**config.mk**
```make
export PLATFORM = sky130hd
export DESIGN_NAME = pipeid_hazard_sb
export DESIGN_NICKNAME = d
export VERILOG_FILES = /design/src/rtl/pipeid_hazard_sb_pkg.sv /design/src/rtl/pipeid_hazard_sb_fwd_pick.sv /design/src/rtl/pipeid_hazard_sb.sv
export SDC_FILE = /design/constraint.sdc
export NUM_CORES = 1
export LEC_CHECK = 0
export BUFFER_PORTS_ARGS = -buffer_cell sky130_fd_sc_hd__buf_2
export CAP_MARGIN = 10
export CORE_MARGIN = 2
export CORE_UTILIZATION = 54
export DETAILED_ROUTE_END_ITERATION = 8
export PLACE_DENSITY = 0.76
export SYNTH_ARGS = -nofsm -noshare
export SYNTH_HDL_FRONTEND = slang
export SYNTH_HIERARCHICAL = 1
export SYNTH_SLANG_ARGS = --single-unit
```
**constraint.sdc**
```tcl
create_clock -name clk -period 3.1 [get_ports clk]
set_input_delay 0.465 -clock clk [delete_from_list [all_inputs] [get_ports clk]]
set_output_delay 0.465 -clock clk [all_outputs]
set_load 0.1 [all_outputs]
```
**src/rtl/pipeid_hazard_sb_pkg.sv**
```systemverilog
// Shared types and helpers for the decode-stage hazard scoreboard:
// the per-stage destination record and the required-distance rule.
package pipeid_hazard_sb_pkg;

    // Register numbers are stored zero-extended to this width; RN_W must not exceed it.
    localparam int RN_W_MAX    = 8;
    localparam int SEL_REGFILE = 0;

    typedef struct packed {
        logic                valid;
        logic                wreg;
        logic                m2reg;
        logic [RN_W_MAX-1:0] rn;
    } entry_t;

    // Entries a producer must already have advanced past before its value can be used.
    // Store data is consumed one stage later than ALU operands, hence the minus one.
    function automatic int req_dist(input logic m2reg, input logic cmp,
                                    input logic is_store, input int load_lat);
        int ld;
        ld = m2reg ? load_lat : 0;
        if (is_store) begin
            return (ld > 0) ? ld - 1 : 0;
        end
        return ld + (cmp ? 1 : 0);
    endfunction

endpackage

```
**src/rtl/pipeid_hazard_sb_fwd_pick.sv**
```systemverilog
// Priority match of one source register against the in-flight entries;
// yields the forwarding select of the youngest producer and its hazard flag.
module pipeid_fwd_pick
    import pipeid_hazard_sb_pkg::*;
#(
    parameter int RN_W     = 5,
    parameter int DEPTH    = 3,
    parameter int LOAD_LAT = 1,
    parameter int SEL_W    = $clog2(DEPTH + 1),
    parameter bit IS_STORE = 1'b0
) (
    input  entry_t            ent_i [DEPTH],
    input  logic [RN_W-1:0]   src_i,
    input  logic              use_i,
    input  logic              cmp_i,
    output logic [SEL_W-1:0]  sel_o,
    output logic              hazard_o
);

    always_comb begin
        sel_o    = SEL_W'(SEL_REGFILE);
        hazard_o = 1'b0;
        if (use_i && (src_i != '0)) begin
            // Walk oldest to youngest so the smallest matching index is the last write.
            for (int k = DEPTH - 1; k >= 0; k--) begin
                if (ent_i[k].valid && ent_i[k].wreg &&
                    (ent_i[k].rn == RN_W_MAX'(src_i))) begin
                    sel_o    = SEL_W'(k + 1);
                    hazard_o = (k < req_dist(ent_i[k].m2reg, cmp_i, IS_STORE, LOAD_LAT));
                end
            end
        end
    end

endmodule

```
**src/rtl/pipeid_hazard_sb.sv**
```systemverilog
// Decode-stage hazard scoreboard: shifts destination metadata down the pipe,
// produces forwarding selects, load-use/compare stalls, IF/ID flush and a stall counter.
module pipeid_hazard_sb
    import pipeid_hazard_sb_pkg::*;
#(
    parameter int RN_W     = 5,
    parameter int DEPTH    = 3,
    parameter int LOAD_LAT = 1,
    parameter int SEL_W    = $clog2(DEPTH + 1),
    parameter int CNT_W    = 16
) (
    input  logic              clk,
    input  logic              clrn,
    input  logic              id_valid,
    input  logic [RN_W-1:0]   rs,
    input  logic [RN_W-1:0]   rt,
    input  logic              use_rs,
    input  logic              use_rt,
    input  logic              store_rt,
    input  logic              id_cmp,
    input  logic              id_wreg,
    input  logic              id_m2reg,
    input  logic [RN_W-1:0]   id_rn,
    input  logic              id_redirect,
    output logic              we_pc_ir,
    output logic              reset_ir,
    output logic [SEL_W-1:0]  a_depen,
    output logic [SEL_W-1:0]  b_depen,
    output logic [SEL_W-1:0]  store_depen,
    output logic [CNT_W-1:0]  stall_cnt
);

    entry_t            entries_q [DEPTH];
    entry_t            entry0_d;
    logic [CNT_W-1:0]  stall_cnt_q;
    logic [CNT_W-1:0]  stall_cnt_d;
    logic              haz_a;
    logic              haz_b;
    logic              haz_s;
    logic              stall;

    pipeid_fwd_pick #(
        .RN_W(RN_W), .DEPTH(DEPTH), .LOAD_LAT(LOAD_LAT), .SEL_W(SEL_W), .IS_STORE(1'b0)
    ) u_pick_a (
        .ent_i(entries_q), .src_i(rs), .use_i(use_rs), .cmp_i(id_cmp),
        .sel_o(a_depen), .hazard_o(haz_a)
    );

    pipeid_fwd_pick #(
        .RN_W(RN_W), .DEPTH(DEPTH), .LOAD_LAT(LOAD_LAT), .SEL_W(SEL_W), .IS_STORE(1'b0)
    ) u_pick_b (
        .ent_i(entries_q), .src_i(rt), .use_i(use_rt), .cmp_i(id_cmp),
        .sel_o(b_depen), .hazard_o(haz_b)
    );

    pipeid_fwd_pick #(
        .RN_W(RN_W), .DEPTH(DEPTH), .LOAD_LAT(LOAD_LAT), .SEL_W(SEL_W), .IS_STORE(1'b1)
    ) u_pick_s (
        .ent_i(entries_q), .src_i(rt), .use_i(store_rt), .cmp_i(id_cmp),
        .sel_o(store_depen), .hazard_o(haz_s)
    );

    always_comb begin
        stall    = id_valid & (haz_a | haz_b | haz_s);
        we_pc_ir = ~stall;
        // A redirect waits until the compare operands are available.
        reset_ir = id_redirect & id_valid & ~stall;

        entry0_d       = '0;
        entry0_d.valid = id_valid & ~stall;
        entry0_d.wreg  = id_wreg;
        entry0_d.m2reg = id_m2reg;
        entry0_d.rn    = RN_W_MAX'(id_rn);

        stall_cnt_d = stall_cnt_q;
        if (stall && (stall_cnt_q != '1)) begin
            stall_cnt_d = stall_cnt_q + 1'b1;
        end
    end

    always_ff @(posedge clk or negedge clrn) begin
        if (!clrn) begin
            for (int k = 0; k < DEPTH; k++) begin
                entries_q[k] <= '0;
            end
            stall_cnt_q <= '0;
        end else begin
            entries_q[0] <= entry0_d;
            for (int k = 1; k < DEPTH; k++) begin
                entries_q[k] <= entries_q[k-1];
            end
            stall_cnt_q <= stall_cnt_d;
        end
    end

    assign stall_cnt = stall_cnt_q;

endmodule

```
==> implementation parameters <==
Parameter                              Value

Clocking
  Clock insertion delay at the later pin of the skew report ... 0.28 ns
  Master cell of the clock root buffer ... sky130_fd_sc_hd__clkbuf_8
  Max Buffers Root-to-Sink ... 2
  Clock input transition at the sequential cells of the worst setup and hold paths ... about 0.070 ns
  CTS sink count ... 39
  Post-CTS sizing ... 0
  Number of buffers inserted during clock tree synthesis ... 5
  Clock tree from TritonCTS ... done
  Number of buffers inserted for hold repair after clock tree synthesis ... 0
  Number of buffers inserted to repair setup after CTS ... 0
  H-Tree Level Count ... 2

Synthesis
  Gate Count Post-Synth ... between 200 and 250
  Avg Inst Size Synth ... 11.0 um2
  Cell Area, Synth ... 2310 um2
  Warning count from the yosys run ... 6

Final layout
  Number of diodes ... 0
  Area used by sequential logic in the layout ... 976 um2
  Share of cells above drive strength 1 ... 30.1%
  Number of inserted filler cells in the final layout ... 341
  Syn-to-layout area delta ... 22.3%
  Footprint of the multi-input gates ... ~1400 um2
  Total Nets Final ... 317
  Final Util ... 69.8%

Global route
  GR Layer Usage met1 ... between 20% and 30%
  Total global routing overflow ... 0
  Met2 routing resource usage after global routing ... 40.1%
  Largest net degree at the start of global routing ... 40
  Busiest layer in global routing ... met2
  Via count of the first global-routing pass ... 1832
  GR Layer Usage met3 ... between 4 and 5%
  All-layer global routing usage ... 22.6%
  First-pass GRT wire length ... about 8.7 mm
  Antenna violations before repair ... 0

STA
  Worst rel slew slack ... 44.9%
  Minimum setup slack in the final design ... approximately 0.37 ns
  Clock skew ... 0.00676 ns
  Transition time of the tightest slew-check pin ... about 0.83 ns
  Highest clock frequency the design can meet ... 366 MHz
  Final max-slew violation count ... 0
  Crit share post-route ... 88.2%
  Unrepaired setup endpoints after global routing ... false
  Final count of negative-setup-slack endpoints ... 0
  Min Hold Slack ... 0.281 ns
  Fin Setup TNS ... 0 ns
  Min Tclk post-route ... about 2.7 ns
  Number of endpoints with negative hold slack in the final report ... 0

Worst hold path
  Worst min path class ... in2async

Worst setup path
  Peak per-stage delay on the critical path ... 0.53 ns
  Critical Path Slowest Stage Cell ... sky130_fd_sc_hd__or4_1
  Critical Path Sink Type ... primary output
  Arrival time at the worst endpoint ... 2.27 ns
  Maximum fanout count along the critical path ... 7
  Critical path class ... in2out
  Series of cell instances along the critical path ... buf_2 -> buf_4 -> or4_1 -> o21ai_2 -> a21oi_2 -> nor3_1 -> and3_1 -> buf_12
  Startpoint class of the critical path ... input port
  Critical path required time ... 2.63 ns

Floorplanning
  Core region area ... roughly 4100 um2
  Starting Density ... 57.0%
  Area of the die ... a little under 5000 um2
  I/O pin total ... around 50
  Vert. Die Dim ... 69.5 um
  Total number of placement rows ... 23
  Die X-Extent ... 69.5 um

Detailed routing
  Starting DRC count in detailed routing ... between 100 and 150
  Total DRC errors in the routed layout ... 0
  Via count ... 1851
  Via density per instance ... approximately 5.4
  ANT nets after route ... 0
  Wire per inst ... 14.9 um
  Aggregate routed wire length ... between 5 and 6 mm
  Number of iterations in the first detailed-routing pass ... 4

Placed design
  Worst setup slack before clock tree synthesis ... 0.215 ns
  Count of buffers from port buffering ... 48
  DPL Wire Length ... 3.98 mm
  RD Place Congestion ... 0.911

Run
  Max Cap Violations ... 0

Power and ir drop
  Worst vdd ir ... 0.000616 V
  Leakage ... 1.25 nW
  Total power per unit cell area ... around 540 nW/um2

Status
  Result of the run ... complete, no violations
-- path summary, 6_finish.rpt --
| kind | endpoint | cells after the start | slack, ns | start |
|---|---|---|---|---|
| hold / removal | stall_cnt[13]$_DFFE_PN0P_ | 1 | 0.28 | clrn |
| max in group asynchronous | entries_q[4]$_DFF_PN0_ | 1 | 2.29 | clrn |
| min in group clk | entries_q[23]$_DFF_PN0_ | 1 | 0.29 | id_rn[1] |
| setup / recovery | reset_ir | 8 | 0.37 | rt[3] |
| setup reg to reg | stall_cnt[14]$_DFFE_PN0P_ | 9 | 0.41 | entries_q[22]$_DFF_PN0_ |
| hold reg to reg | entries_q[10]$_DFF_PN0_ | 0 | 0.43 | entries_q[21]$_DFF_PN0_ |
-- critical path, delay by kind of cell --
family / cells / cell delay [ns]
AOI/OAI and AO/OA: 2 / 0.29
buffers and inverters: 3 / 0.46
and+or+nand+nor: 3 / 1.05
-- sequential cells by signal, indices dropped and copies added (netlist names) --
signal,flops
entries_q,23
stall_cnt,16
-- area by class of cell --
cell class / instances / area share, %
Timing Repair Buffer: 49 / 9.81
Clock inverter: 1 / 0.177
Inverter: 4 / 0.619
Tap cell: 50 / 2.21
Sequential cell: 39 / 34.5
Multi-Input combinational cell: 192 / 50.0
Clock buffer: 7 / 2.70
-- layer usage --
metal / share of wire [%] / vias up
met4: 0.49 / 0
li1: - / 889
met3: 4.9 / 2
met1: 41 / 895
met5: 0 / -
met2: 53 / 65
-- cell usage in the layout, fill, tap and decap left out, drive strengths merged, types with 3 or more instances in the layout --
master  instances
nand2          11
o21ai           6
buf            49
nand3b          7
clkbuf          7
or4             9
nor2           11
a21oi           9
and3            3
nand4          10
nand3           8
nor4           14
nor3           10
xor2           34
xnor2          22
conb           28
inv             4
dfrtp          39
-- power by group --
part / switching (mW) / internal, mW
Combinational: 0.447 / 0.127
Clock: 0.160 / 0.158
Sequential: 0.0847 / 0.565
-- metrics by stage --
stage          cell area (um2)  power (mW)  instances
2_1_floorplan             2420        1.09        236
3_3_place_gp              2750        1.22        334
3_5_place_dp              2750        1.23        334
4_1_cts                   2830        1.55        342
5_1_grt                   2830        1.62        342
6_report                  2830        1.54        342
No activity file was read; power rests on OpenSTA's default activity.
